File: config.mk
export PLATFORM = sky130hd
export DESIGN_NAME = receptor_serie_flat
export DESIGN_NICKNAME = d
export VERILOG_FILES = /design/src/rtl/receptor_pkg.sv /design/src/rtl/receptor_serie_if.sv /design/src/rtl/receptor_serie_contador_bits.sv /design/src/rtl/receptor_serie.sv /design/src/flat_wrapper.sv
export SDC_FILE = /design/constraint.sdc
export NUM_CORES = 1
export LEC_CHECK = 0
export BUFFER_PORTS_ARGS = -buffer_cell sky130_fd_sc_hd__buf_2
export CAP_MARGIN = 15
export CORE_MARGIN = 1
export CORE_UTILIZATION = 44
export DETAILED_ROUTE_END_ITERATION = 16
export PLACE_DENSITY = 0.78
export SYNTH_ARGS = -nofsm -noshare
export SYNTH_HDL_FRONTEND = slang
export SYNTH_SLANG_ARGS = --single-unit
File: constraint.sdc
create_clock -name clk -period 1 [get_ports clk]
set_input_delay 0.15 -clock clk [delete_from_list [all_inputs] [get_ports clk]]
set_output_delay 0.15 -clock clk [all_outputs]
set_load 0.01 [all_outputs]
File: src/rtl/receptor_pkg.sv
// rtl/receptor_pkg.sv - shared constants and state encoding for receptor_serie (PARITY_EN adds the PAR state)
package receptor_pkg;

    localparam int   DEF_WIDTH = 4;
    localparam int   CNT_W     = $clog2(DEF_WIDTH);
    localparam logic START_BIT = 1'b0;

    typedef enum logic [1:0] {
        IDLE = 2'd0,
`ifdef PARITY_EN
        PAR  = 2'd2,
`endif
        RECV = 2'd1
    } state_t;

    function automatic int cnt_width(input int w);
        return (w < 2) ? 1 : $clog2(w);
    endfunction

endpackage

File: src/rtl/receptor_serie_if.sv
// rtl/receptor_serie_if.sv - serial-line and word-handshake bundle for receptor_serie (PARITY_EN adds PAR_ERR)
interface receptor_serie_if #(parameter int WIDTH = 4);

    logic             ENB;
    logic             DIR;
    logic             S_IN;
    logic             ACK;
    logic [WIDTH-1:0] Q;
    logic             VALID;
    logic             BUSY;
    logic             OVR;
`ifdef PARITY_EN
    logic             PAR_ERR;
`endif

    modport master (
        output ENB, DIR, S_IN, ACK,
`ifdef PARITY_EN
        input  PAR_ERR,
`endif
        input  Q, VALID, BUSY, OVR
    );

    modport slave (
        input  ENB, DIR, S_IN, ACK,
`ifdef PARITY_EN
        output PAR_ERR,
`endif
        output Q, VALID, BUSY, OVR
    );

endinterface

File: src/rtl/receptor_serie_contador_bits.sv
// rtl/receptor_serie_contador_bits.sv - enable-gated data-bit counter with terminal flag at WIDTH-1
module contador_bits #(
    parameter int WIDTH = 4,
    parameter int CNT_W = 2
) (
    input  logic clk,
    input  logic RST,
    input  logic i_en,
    input  logic i_clr,
    output logic o_tc
);

    logic [CNT_W-1:0] r_cnt;

    always_ff @(posedge clk or posedge RST) begin
        if (RST) begin
            r_cnt <= '0;
        end else if (i_clr) begin
            r_cnt <= '0;
        end else if (i_en) begin
            r_cnt <= r_cnt + CNT_W'(1);
        end
    end

    assign o_tc = (r_cnt == CNT_W'(WIDTH - 1));

endmodule

File: src/rtl/receptor_serie.sv
// rtl/receptor_serie.sv - start-bit framed serial-to-parallel receiver with VALID/ACK handshake
// Build option: PARITY_EN appends an even-parity bit and drives PAR_ERR.
module receptor_serie
    import receptor_pkg::*;
#(
    parameter int WIDTH = DEF_WIDTH
) (
    input  logic             clk,
    input  logic             RST,
    receptor_serie_if.slave  bus
);

    localparam int LCNT_W = cnt_width(WIDTH);

    state_t           r_state, w_next;
    logic             w_start, w_shift, w_done, w_tc;
    logic             r_dir;
    logic [WIDTH-1:0] r_shift, w_shift_next, w_q_load;
    logic [WIDTH-1:0] r_q;
    logic             r_valid, r_ovr;
`ifdef PARITY_EN
    logic             r_par_err;
`endif

    contador_bits #(.WIDTH(WIDTH), .CNT_W(LCNT_W)) u_cnt (
        .clk   (clk),
        .RST   (RST),
        .i_en  (w_shift),
        .i_clr (w_start),
        .o_tc  (w_tc)
    );

    always_ff @(posedge clk or posedge RST) begin
        if (RST) r_state <= IDLE;
        else     r_state <= w_next;
    end

    always_comb begin
        w_next  = r_state;
        w_start = 1'b0;
        w_shift = 1'b0;
        w_done  = 1'b0;
        case (r_state)
            IDLE: begin
                if (bus.ENB && bus.S_IN == START_BIT) begin
                    w_start = 1'b1;
                    w_next  = RECV;
                end
            end
            RECV: begin
                if (bus.ENB) begin
                    w_shift = 1'b1;
                    if (w_tc) begin
`ifdef PARITY_EN
                        w_next = PAR;
`else
                        w_done = 1'b1;
                        w_next = IDLE;
`endif
                    end
                end
            end
`ifdef PARITY_EN
            PAR: begin
                if (bus.ENB) begin
                    w_done = 1'b1;
                    w_next = IDLE;
                end
            end
`endif
            default: w_next = IDLE;
        endcase
    end

    // Direction is latched at the start bit so a mid-frame DIR change cannot scramble the word.
    assign w_shift_next = r_dir ? {r_shift[WIDTH-2:0], bus.S_IN}
                                : {bus.S_IN, r_shift[WIDTH-1:1]};
`ifdef PARITY_EN
    assign w_q_load = r_shift;
`else
    assign w_q_load = w_shift_next;
`endif

    always_ff @(posedge clk or posedge RST) begin
        if (RST) begin
            r_dir     <= 1'b0;
            r_shift   <= '0;
            r_q       <= '0;
            r_valid   <= 1'b0;
            r_ovr     <= 1'b0;
`ifdef PARITY_EN
            r_par_err <= 1'b0;
`endif
        end else begin
            if (w_start) r_dir   <= bus.DIR;
            if (w_shift) r_shift <= w_shift_next;
            if (w_done)  r_q     <= w_q_load;

            if (w_done)       r_valid <= 1'b1;
            else if (bus.ACK) r_valid <= 1'b0;

            // ACK on the completion cycle consumes the old word, so no overrun.
            if (bus.ACK)                r_ovr <= 1'b0;
            else if (w_done && r_valid) r_ovr <= 1'b1;
`ifdef PARITY_EN
            if (w_done)       r_par_err <= (^r_shift) ^ bus.S_IN;
            else if (bus.ACK) r_par_err <= 1'b0;
`endif
        end
    end

    assign bus.Q     = r_q;
    assign bus.VALID = r_valid;
    assign bus.OVR   = r_ovr;
    assign bus.BUSY  = (r_state != IDLE);
`ifdef PARITY_EN
    assign bus.PAR_ERR = r_par_err;
`endif

endmodule

File: src/flat_wrapper.sv
// flat-port wrapper written by rule: the top's interface ports become plain ports
module receptor_serie_flat import receptor_pkg::*;
#(
    parameter int WIDTH = DEF_WIDTH
)
  (clk, RST, bus_ENB, bus_DIR, bus_S_IN, bus_ACK, bus_Q, bus_VALID, bus_BUSY, bus_OVR);
  receptor_serie_if #(.WIDTH(WIDTH)) bus_i ();
  input  logic clk;
  input  logic RST;
  input wire logic [$bits(bus_i.ENB)-1:0] bus_ENB;
  input wire logic [$bits(bus_i.DIR)-1:0] bus_DIR;
  input wire logic [$bits(bus_i.S_IN)-1:0] bus_S_IN;
  input wire logic [$bits(bus_i.ACK)-1:0] bus_ACK;
  output wire logic [$bits(bus_i.Q)-1:0] bus_Q;
  output wire logic [$bits(bus_i.VALID)-1:0] bus_VALID;
  output wire logic [$bits(bus_i.BUSY)-1:0] bus_BUSY;
  output wire logic [$bits(bus_i.OVR)-1:0] bus_OVR;
  assign bus_i.ENB = bus_ENB;
  assign bus_i.DIR = bus_DIR;
  assign bus_i.S_IN = bus_S_IN;
  assign bus_i.ACK = bus_ACK;
  assign bus_Q = bus_i.Q;
  assign bus_VALID = bus_i.VALID;
  assign bus_BUSY = bus_i.BUSY;
  assign bus_OVR = bus_i.OVR;
  receptor_serie #(.WIDTH(WIDTH)) u_core (.clk(clk), .RST(RST), .bus(bus_i));
endmodule
Word level (Yosys, flattened, before mapping)
Index checks and enable logic that the tools add are counted.
W data, S select, Z words.
{"block": "totals", "register_bits": 15, "in_bits": 6, "output_inout_bits": 7, "word_cells": 40}
{"block": "op_classes", "addsub": 1, "n_eq_ne": 5, "muxes": 18, "n_bitwise": 1, "reduce_logical": 8}
{"operator": "$mux W1", "n": 11}
{"operator": "$mux W2", "n": 5}
{"operator": "$reduce_bool A2 Y1", "n": 4}
{"operator": "$mux W4", "n": 1}
{"operator": "$ne A2 B2 Y1 const B", "n": 2}
{"operator": "$pmux W2 S2", "n": 1}
{"operator": "$reduce_and A3 Y1", "n": 1}
{"operator": "$add A2 B1 Y2 const B", "n": 1}
{"operator": "$eq A2 B1 Y1 const B", "n": 1}
{"operator": "$eq A2 B2 Y1 const B", "n": 1}
{"operator": "$logic_and A1 B1 Y1", "n": 2}
{"operator": "$logic_not A2 Y1", "n": 1}
{"operator": "$ne A2 B1 Y1 const B", "n": 1}
{"operator": "$not A1 Y1", "n": 1}

Depth between registers and ports, before layout
Gate-level depths: netlist (run 1).
{"block": "logic_depth", "depth_word": 7, "depth_mapped": 4, "ltp_nobuf": 4}

Cells and area by module
A second synthesis (run 1) with hierarchy kept.
{"block": "hier_totals", "hier_cells": 55, "area_unflattened_um2": 621.8}
{"module": "receptor_serie", "instances": 1, "cells_per_inst": 47, "area_per_inst_um2": 529.3, "seq_area_each_um2": 300.3}
{"module": "contador_bits", "instances": 1, "cells_per_inst": 8, "area_per_inst_um2": 92.6, "seq_area_each_um2": 50.0}

Worst setup path after synthesis (run 1)
No wires, ideal clock.
{"block": "synth_timing", "path_kind": "register -> register", "startpoint": "register u_core.r_state[0]", "endpoint": "register u_core.r_dir", "setup_time_ns": 0.128, "arrival_ns": 0.976, "required_ns": 0.872, "path_slack_ns": -0.104, "stages_incl_launch_ff": 3, "n_path_buf": 0, "synth_period_minus_slack_ns": 1.104, "path_cell_list": "dfrtp_1 -> nor3b_1 -> mux2_1"}
{"block": "synth_between", "elab_chain_cells": 2}
{"item": "start: declaration", "line_no": "receptor_serie.sv:15", "rtl": "state_t r_state, w_next;"}
{"item": "start signal: assignment", "line_no": "receptor_serie.sv:35", "rtl": "else r_state <= w_next;"}
{"item": "$logic_not A2 Y1", "line_no": "receptor_serie.sv:43", "rtl": "case (r_state)"}
{"item": "$mux W1", "line_no": "receptor_serie.sv:43"}
{"item": "end signal: assignment", "line_no": "receptor_serie.sv:95", "rtl": "if (w_start) r_dir <= bus.DIR;"}
{"item": "end: declaration", "line_no": "receptor_serie.sv:17", "rtl": "logic r_dir;"}
Every way passes these cells.
A chain may end at the register's enable or synchronous reset.

Worst setup path in the final report (run 1)
Same ends and word-level chain as after synthesis.

==> results.py, run 1 <==
metrics = {
    "critical_path": {
        "cp_max_fo": 6,
        "cp.arrival_ns": 1.24,
        "end_kind": "flop",
        "worstPathCellList": "nor3b_2, mux2_1",
        "path_class": "flop to flop",
        "start_kind": "flop",
        "crit_buf_inv": 0,
        "slowest_stage": "dfrtp_2",
        "critical_path_required_ns": 1.18,
        "critical_path.top_delay_family": "flip-flops",
        "critical_path.max_stage_delay_ns": 0.45,
    },
    "cells_and_area": {
        "drive_gt1_share_pct": 41.9,
        "area_growth_pct": 35.7,
        "fillers": 90,
        "diodes": 0,
        "fin_nets": 82,
    },
    "power": {
        "seqPwrFrac_pct": 43.9,
        "p_int_uw": 1490,
        "netSwitchingPower_uw": 856,
        "leakage_uw": 0.000373,
        "comb_power_share_pct": 41.9,
        "p_per_area_nw_per_um2": 2940,
        "max-vdd-ir-drop_uv": 1390,
        "power.share.clock_pct": 14.2,
        "swShare_pct": 36.5,
        "fin_total_pwr_uw": 2350,
    },
    "cts": {
        "cts_num_sinks": 14,
        "insertion_delay_ns": 0.29,
        "clock_path_buffers": 2,
        "root_buffer": "clkbuf_4",
        "cts_made_buffers": 3,
        "clkTransAtPathRegs_ns": 0.08,
        "cts_tree": "yes",
        "h-tree-depth": 1,
    },
    "synthesis": {
        "synth_edf_count": 0,
        "syn_avg_cell_area_um2": 11.3,
        "synth_cell_type_count": 17,
        "yosys-top-cells-count": "dfrtp_1, a21oi_1, o21ai_0",
        "ys_seq_elements": 14,
        "syn-num-nets": 59,
        "synth_cells": 52,
        "yosys_warnings": 0,
        "synth_seq_area_share_pct": 59.6,
        "synth_flop_cell": "dfrtp_1",
        "synth.most_common_cell": "dfrtp_1",
        "synth_largest_area_cell": "dfrtp_1",
        "async_flop_share_pct": 100,
        "yosysTopAreaCellShare_pct": 59.6,
        "synth_area_um2": 588,
        "ys_top_cells_by_area": "dfrtp_1, mux2i_1, a21oi_1",
    },
    "place": {
        "portBuffers": 12,
        "gp_congestion": 0.721,
        "dp_slack_ns": -0.127,
    },
    "die": {
        "num_rows": 12,
        "top_level_ports": 13,
        "core_area_um2": 1170,
        "die_w_um": 38.6,
        "fp.dieArea_um2": 1490,
        "start_util_pct": 50.2,
        "die_h_um": 38.6,
    },
    "worst_hold_path": {
        "hp-class": "primary input to flop",
    },
    "timing": {
        "fin_ws_ns": -0.0599,
        "hold_violations": 0,
        "hold_ws_ns": 0.0148,
        "tightest_slew_ns": 0.265,
        "max-slew-margin-rel_pct": 82.3,
        "finalClockSkew_ns": 0.00913,
        "setup_tns_ns": -0.185,
        "setup_viol": 9,
        "period_share_pct": 106,
        "maxSlewViolCount": 0,
        "layout_min_cycle_time_ns": 1.06,
        "fmaxAchievable_ghz": 0.943,
        "grt_setup_unrepaired": "true",
    },
    "global_routing": {
        "grt_use_total_pct": 20.8,
        "grt_start_max_net_pins": 13,
        "first_global_vias": 443,
        "antenna_found_initial": 0,
        "overflow": 0,
        "grt_pass1_wl_um": 1990,
    },
    "routing": {
        "ant_nets": 0,
        "vias": 470,
        "drt_iter0_markers": 7,
        "wl_um": 1270,
        "first_pass_iters": 4,
        "viasPerCell": 5.34,
        "wl_per_cell_um": 14.4,
        "drc_errors": 0,
    },
    "run_status": {
        "violations": "negative setup slack",
        "status": "finished, violations left",
    },
    "run": {
        "maxCapViolations": 0,
    },
}
-- layout by cell type (no fill, tap or decap) --
| cell type | n |
|---|---|
| buf_4 | 5 |
| nand3_4 | 1 |
| nand3_2 | 1 |
| dfrtp_2 | 1 |
| and2_4 | 1 |
| a31oi_4 | 1 |
| o21ai_2 | 1 |
| clkbuf_1 | 1 |
| o21ai_0 | 5 |
| buf_6 | 1 |
| nand2_1 | 4 |
| nor3b_2 | 1 |
| mux2_1 | 1 |
| nor2_1 | 5 |
| dfrtp_1 | 13 |
| a21oi_1 | 6 |
| mux2_2 | 1 |
| buf_2 | 12 |
| ha_4 | 1 |
| clkbuf_4 | 3 |
| dlygate4sd3_1 | 1 |
| a22o_4 | 1 |
| mux2i_1 | 4 |
| inv_1 | 3 |
-- stage by stage --
stage          cells  utilization, %  instance area, um2
2_1_floorplan     52               -                 594
3_3_place_gp      79            57.6                 674
3_5_place_dp      79            57.6                 674
4_1_cts           86            64.4                 754
5_1_grt           88            68.2                 798
6_report          88            68.2                 798
-- final cells by class --
class	instances	area [um2]	share of cell area, %
flip-flops and latches	14	352	44.0
multi-input cells	34	273	34.2
repair buffers	19	119	14.9
clock buffers	4	26.3	3.29
well taps	14	17.5	2.19
inverters	3	11.3	1.41
-- worst register-to-register path, stage by stage, from the launching register on --
cell     delay [ns]
dfrtp_2        0.45
nor3b_2        0.17
mux2_1         0.33
-- metal layers --
| metal | part of all wire, % | wire (um) | vias up | track usage [%] |
|---|---|---|---|---|
| met1 | 43 | 541 | 228 | 23.9 |
| met2 | 50 | 635 | 10 | 32.5 |
| met4 | 3.2 | 41 | 0 | 14.7 |
| li1 | - | - | 224 | - |
| met5 | 0 | 0 | - | 0 |
| met3 | 3.9 | 50 | 8 | 6.40 |
-- state kept, by name, summed over array words and instances (netlist names) --
name,count
u_core.r_shift,4
u_core.r_state,1
u_core.bus.OVR,1
u_core.bus.VALID,1
u_core.r_dir,1
u_core.bus.Q,4
u_core.u_cnt.r_cnt,2
-- power groups by stage --
stage / sequential, uW / clock (uW) / combinational, uW
CTS: 1020 / 334 / 853
floorplan: 1000 / 0 / 484
global route: 1060 / 367 / 1090
finish: 1030 / 334 / 983
global placement: 995 / 0 / 691
detailed placement: 1010 / 0 / 719
-- timing repair --
| action | in CTS | in global routing |
|---|---|---|
| pin swaps | 3 | 1 |
| gates cloned | 0 | 1 |
| hold buffers | 1 | 0 |
| resized for setup | 5 | 4 |
| endpoints found under the setup margin | 10 | 13 |
| buffers inserted | 2 | 1 |
| endpoints found under the hold margin | 6 | 0 |
-- path summary, 6_finish.rpt --
| path | cells past startpoint | slack (ns) | startpoint | to |
|---|---|---|---|---|
| min | 2 | 0.01 | bus_ACK | u_core.bus.OVR |
| max reg2reg | 2 | -0.06 | u_core.r_state[0] | u_core.r_dir |
| min in group asynchronous | 3 | 0.32 | RST | u_core.r_dir |
| max | 2 | -0.06 | u_core.r_state[0] | u_core.r_dir |
| max in group asynchronous | 4 | 0.27 | RST | u_core.bus.Q[2] |
| min reg2reg | 2 | 0.47 | u_core.bus.Q[1] | u_core.bus.Q[1] |
-- cells by family (layout without fill, tap and decap cells) --
family / Yosys count / after routing / share of synthesized area [%]
simple gates: 12 / 13 / 9.36
mux: 6 / 6 / 10.6
flops: 14 / 14 / 59.6
compound gates: 14 / 14 / 13.0
buf+inv: 5 / 26 / 5.32
fa+ha+maj: 1 / 1 / 2.13
Power figures use the tool's default switching activity.
==> run 2: changes to the inputs <==
- CORE_ASPECT_RATIO: default -> 0.9
- CORE_UTILIZATION: 44 -> 35
- PLACE_DENSITY: 0.78 -> 0.67
==> run 2 against run 1 <==
The flow still finishes with violations (negative setup slack); via count down 4.3%; global-route usage down 6.5 points; flip-flop and latch count is the same; combinational power hardly changed; core utilization is 14 points lower; critical path type is now flop to output port; critical endpoint is now bus_BUSY.
==> results.py, run 2 (same netlist as run 1, synthesis figures left out) <==
metrics = {
    "place": {
        "gp_congestion": 0.737,
        "place_inst": 88,
        "dp_slack_ns": -0.122,
        "portBuffers": 12,
        "dp_hpwl_um": 771,
    },
    "timing": {
        "max-slew-margin-rel_pct": 80.1,
        "period_share_pct": 110,
        "fmaxAchievable_ghz": 0.910,
        "finalClockSkew_ns": 0.00848,
        "hold_violations": 0,
        "grt_setup_unrepaired": "true",
        "layout_min_cycle_time_ns": 1.10,
        "maxSlewViolCount": 0,
        "setup_viol": 5,
        "fin_ws_ns": -0.0993,
        "hold_ws_ns": 0.0390,
        "tightest_slew_ns": 0.299,
    },
    "routing": {
        "met3_wirelength_um": 34,
        "drc_errors": 0,
        "wl_per_cell_um": 11.8,
        "viasPerCell": 4.74,
        "drt_iter0_markers": 3,
        "dr_wl_met2_um": 541,
        "first_pass_iters": 2,
        "ant_nets": 0,
        "top_layer": "met4",
        "met1_length_um": 530,
        "wl_um": 1120,
        "vias": 450,
    },
    "critical_path": {
        "cpMostUsedCell": "buf_6",
        "critical_path_required_ns": 0.85,
        "crit_buf_inv": 2,
        "rrSetupSlack_ns": -0.05,
        "worstReg2RegEnd": "u_core.r_dir",
        "cp_max_fo": 4,
        "end_kind": "output port",
        "crit_end": "bus_BUSY",
        "r2r_cells": 2,
        "cp.arrival_ns": 0.95,
        "worstPathCellList": "buf_6, buf_6",
        "r2r_start": "u_core.r_state[0]",
        "path_class": "flop to output port",
        "start_kind": "flop",
        "critical_path.max_stage_delay_ns": 0.44,
        "slowest_stage": "dfrtp_2",
        "cp.depth": 2,
        "critical_path.top_delay_family": "flip-flops",
        "cp-startpoint": "u_core.r_state[0]",
    },
    "worst_hold_path": {
        "hp-class": "primary input to flop",
    },
    "power": {
        "swShare_pct": 35.4,
        "netSwitchingPower_uw": 829,
        "power.share.clock_pct": 13.8,
        "leakage_uw": 0.000370,
        "p_int_uw": 1510,
        "comb_power_share_pct": 42.8,
        "fin_total_pwr_uw": 2340,
        "seqPwrFrac_pct": 43.4,
        "p_per_area_nw_per_um2": 2860,
        "max-vdd-ir-drop_uv": 1320,
    },
    "cells_and_area": {
        "fin_nets": 81,
        "area_growth_pct": 39.4,
        "fin_cells": 95,
        "final_cell_mix": "dfrtp_1, buf_2, a21oi_1",
        "final_common_cell": "dfrtp_1",
        "drive_gt1_share_pct": 46.6,
        "diodes": 0,
    },
    "die": {
        "core_area_um2": 1510,
        "start_util_pct": 38.9,
        "die_h_um": 40.9,
        "die_w_um": 45.2,
        "num_rows": 13,
        "fp.dieArea_um2": 1850,
        "top_level_ports": 13,
    },
    "cts": {
        "clkTransAtPathRegs_ns": 0.08,
        "h-tree-depth": 1,
        "insertion_delay_ns": 0.27,
        "cts_made_buffers": 3,
        "cts_tree": "yes",
        "clock_path_buffers": 2,
        "root_buffer": "clkbuf_4",
        "cts_num_sinks": 14,
    },
    "run_status": {
        "status": "finished, violations left",
        "violations": "negative setup slack",
    },
    "global_routing": {
        "grt_use_total_pct": 14.3,
        "first_global_vias": 415,
        "grt_pass1_wl_um": 1770,
        "overflow": 0,
        "grt_start_max_net_pins": 13,
        "antenna_found_initial": 0,
    },
    "run": {
        "maxCapViolations": 0,
    },
}
[run 2: how the worst min path moves through the flow]
stage	from	slack [ns]	endpoint	depth (start not counted)
after floorplan	RST	0.04	u_core.bus.OVR	1
after global placement	RST	0.10	u_core.bus.OVR	2
after detailed placement	RST	0.11	u_core.bus.OVR	2
after CTS	bus_ACK	0.03	u_core.bus.OVR	2
after global routing	bus_ACK	0.03	u_core.bus.OVR	2
final	bus_ACK	0.04	u_core.bus.OVR	2
[run 2: stage by stage]
| step | TNS, ns | area [um2] | util, % |
|---|---|---|---|
| 2_1_floorplan | -0.0753 | 594 | - |
| 3_3_place_gp | -0.380 | 692 | 45.7 |
| 3_5_place_dp | -0.658 | 692 | 45.7 |
| 4_1_cts | -0.326 | 746 | 49.3 |
| 5_1_grt | -0.536 | 820 | 54.2 |
| 6_report | -0.181 | 820 | 54.2 |
[run 2: final cells by class]
cell class | instances | area [um2]
inverters | 3 | 11.3
well taps | 22 | 27.5
multi-input cells | 34 | 280
clock buffers | 4 | 26.3
flip-flops and latches | 14 | 353
fillers | 147 | 693
repair buffers | 18 | 121
[run 2: what timing repair did]
| item | CTS | global route |
|---|---|---|
| cloned | 0 | 1 |
| hold buffers | 1 | 0 |
| setup buffers | 0 | 1 |
| endpoints found under the setup margin | 10 | 14 |
| pin swaps | 2 | 6 |
| resized for setup | 4 | 14 |
| hold endpoints to repair | 7 | 0 |
[run 2: power groups by stage]
stage | clock [uW] | sequential, uW | combinational [uW]
after global routing | 374 | 1060 | 1130
after CTS | 337 | 984 | 804
after global placement | 0 | 981 | 734
after detailed placement | 0 | 986 | 751
final | 324 | 1020 | 1000
after floorplan | 0 | 1000 | 484
[run 2: routing by layer]
metal | vias to the layer above | track usage [%]
met4 | 0 | 4.55
met3 | 2 | 6.61
met2 | 10 | 22.1
met5 | - | 0
li1 | 224 | -
met1 | 214 | 17.9
==> run 3: changes to the inputs <==
- ABC_AREA: default -> 1
- PLACE_DENSITY: 0.67 -> 0.66
==> run 3 against run 2 <==
The run still ends with negative setup slack left; core utilization is 6.7 points lower; synthesized cell count is 48% higher; combinational power is 17% lower; die area grew 4.9%; sequential share of layout area is 1.5 points higher; largest power group unchanged; global-route usage rose by 0.69 points; sequential power about the same; power down 8.5%.
==> results.py, run 3 <==
metrics = {
    "global_routing": {
        "overflow": 0,
        "first_global_vias": 499,
        "grt_pass1_wl_um": 2060,
        "grt_start_max_net_pins": 15,
        "antenna_found_initial": 0,
        "grt_use_total_pct": 15.0,
    },
    "timing": {
        "max-slew-margin-rel_pct": 88.0,
        "hold_violations": 0,
        "grt_setup_unrepaired": "true",
        "finalClockSkew_ns": 0.00929,
        "tightest_slew_ns": 0.180,
        "period_share_pct": 101,
        "fin_ws_ns": -0.0141,
        "layout_min_cycle_time_ns": 1.01,
        "setup_viol": 1,
        "setup_tns_ns": -0.0141,
        "hold_ws_ns": 0.117,
        "maxSlewViolCount": 0,
        "fmaxAchievable_ghz": 0.986,
    },
    "run_status": {
        "violations": "negative setup slack",
        "status": "finished, violations left",
    },
    "die": {
        "die_h_um": 41.9,
        "die_w_um": 46.3,
        "start_util_pct": 37.1,
        "fp.dieArea_um2": 1940,
        "num_rows": 14,
        "top_level_ports": 13,
        "core_area_um2": 1660,
    },
    "critical_path": {
        "cp.depth": 1,
        "cp-startpoint": "u_core.r_state[0]",
        "slowest_stage": "dfrtp_1",
        "path_class": "flop to output port",
        "rrSetupSlack_ns": 0.06,
        "r2r_cells": 5,
        "critical_path.top_delay_family": "flip-flops",
        "critical_path_required_ns": 0.85,
        "critical_path.max_stage_delay_ns": 0.43,
        "end_kind": "output port",
        "cp_max_fo": 4,
        "start_kind": "flop",
        "cp.arrival_ns": 0.86,
        "worstPathCellList": "buf_2",
        "crit_buf_inv": 1,
        "r2r_start": "u_core.u_cnt.r_cnt[0]",
    },
    "cts": {
        "clock_path_buffers": 2,
        "cts_num_sinks": 14,
        "cts_tree": "yes",
        "cts_made_buffers": 3,
        "h-tree-depth": 1,
        "clkTransAtPathRegs_ns": 0.08,
        "insertion_delay_ns": 0.27,
        "root_buffer": "clkbuf_4",
    },
    "run": {
        "maxCapViolations": 0,
    },
    "synthesis": {
        "synth_area_um2": 618,
        "synth_cells": 77,
        "syn_avg_cell_area_um2": 8.03,
        "yosys-top-cells-count": "nand2_1, dfrtp_1, inv_1",
        "synth_edf_count": 0,
        "synth_largest_area_cell": "dfrtp_1",
        "ys_top_cells_by_area": "dfrtp_1, nand2_1, inv_1",
        "synth_cell_type_count": 11,
        "synth_flop_cell": "dfrtp_1",
        "syn-num-nets": 84,
        "async_flop_share_pct": 100,
        "ys_seq_elements": 14,
        "synth_seq_area_share_pct": 56.7,
        "yosysTopAreaCellShare_pct": 56.7,
        "yosys_warnings": 0,
        "synth.most_common_cell": "nand2_1",
    },
    "power": {
        "p_per_area_nw_per_um2": 2710,
        "leakage_uw": 0.000450,
        "max-vdd-ir-drop_uv": 1250,
    },
    "routing": {
        "drt_iter0_markers": 8,
        "ant_nets": 0,
        "wl_per_cell_um": 9.60,
        "drc_errors": 0,
        "vias": 506,
        "wl_um": 1150,
        "viasPerCell": 4.22,
        "first_pass_iters": 6,
    },
    "cells_and_area": {
        "finalCoreUtilization_pct": 47.4,
        "final_common_cell": "nand2_1",
        "diodes": 0,
        "drive_gt1_share_pct": 25.0,
        "fillers": 162,
        "fin_nets": 105,
        "stdcell_area_um2": 790,
        "fin_cells": 120,
        "area_growth_pct": 27.7,
        "final_cell_mix": "nand2_1, dfrtp_1, buf_2",
    },
    "place": {
        "place_inst": 115,
        "placement.cell_area_um2": 723,
        "gp_congestion": 0.839,
        "dp_hpwl_um": 849,
        "portBuffers": 12,
    },
    "worst_hold_path": {
        "worstHoldStart": "bus_ACK",
        "holdPathStages": 4,
        "hp-class": "primary input to flop",
    },
}
## run 3: cell types whose count changed after synthesis, moves of 3 or more
cell,before,now
nor2_1,5,0
inv_1,3,7
a21oi_1,6,1
nand3_1,1,4
mux2i_1,4,0
o21ai_0,6,1
nand2_1,4,45
## run 3: what timing repair did
| item | in CTS | in global routing |
|---|---|---|
| pin swaps | 0 | 2 |
| hold buffers | 1 | 0 |
| resized for setup | 2 | 5 |
| hold endpoints to repair | 14 | 0 |
| endpoints found under the setup margin | 7 | 10 |
| setup buffers | 1 | 0 |
## run 3: final timing paths
| path | endpoint |
|---|---|
| worst max register to register | u_core.bus.Q[0] |
| worst min register to register | u_core.bus.Q[2] |
| worst min-delay path | u_core.bus.OVR |
| max in group asynchronous | u_core.r_dir |
| min in group asynchronous | u_core.bus.Q[1] |
| worst max-delay path | bus_BUSY |
## run 3: metrics by stage
step           total power, uW  setup WS [ns]
6_report                  2140        -0.0141
5_1_grt                   2360        -0.0521
4_1_cts                   2110       -0.00878
3_5_place_dp              1750        -0.0217
3_3_place_gp              1730         0.0403
2_1_floorplan             1480         0.0744
## run 3: layout make-up
class / count / area [um2] / area share, %
flip-flops and latches: 14 / 352 / 44.5
multi-input cells: 56 / 267 / 33.8
repair buffers: 16 / 92.6 / 11.7
well taps: 24 / 30.0 / 3.80
inverters: 7 / 26.3 / 3.33
clock buffers: 3 / 22.5 / 2.85
## run 3: cell families after synthesis
family	synth area share, %
AOI/OAI and AO/OA	1.62
adders and majority gates	2.02
buffers and inverters	4.25
DFF	56.7
and+or+nand+nor	35.4
## run 3: metal layers
layer	share of wire, %	global-route usage [%]	up-vias
met4	1.4	7.06	0
met2	45	21.7	10
met5	0	0	-
li1	-	-	274
met3	3.7	3.91	2
met1	50	20.6	220
## run 3: power by group
group / internal [uW] / leakage [uW] / switching, uW
registers: 815 / 0.000177 / 195
clock network: 139 / 0.0000138 / 165
logic: 354 / 0.000259 / 476
total: 1310 / 0.000450 / 835
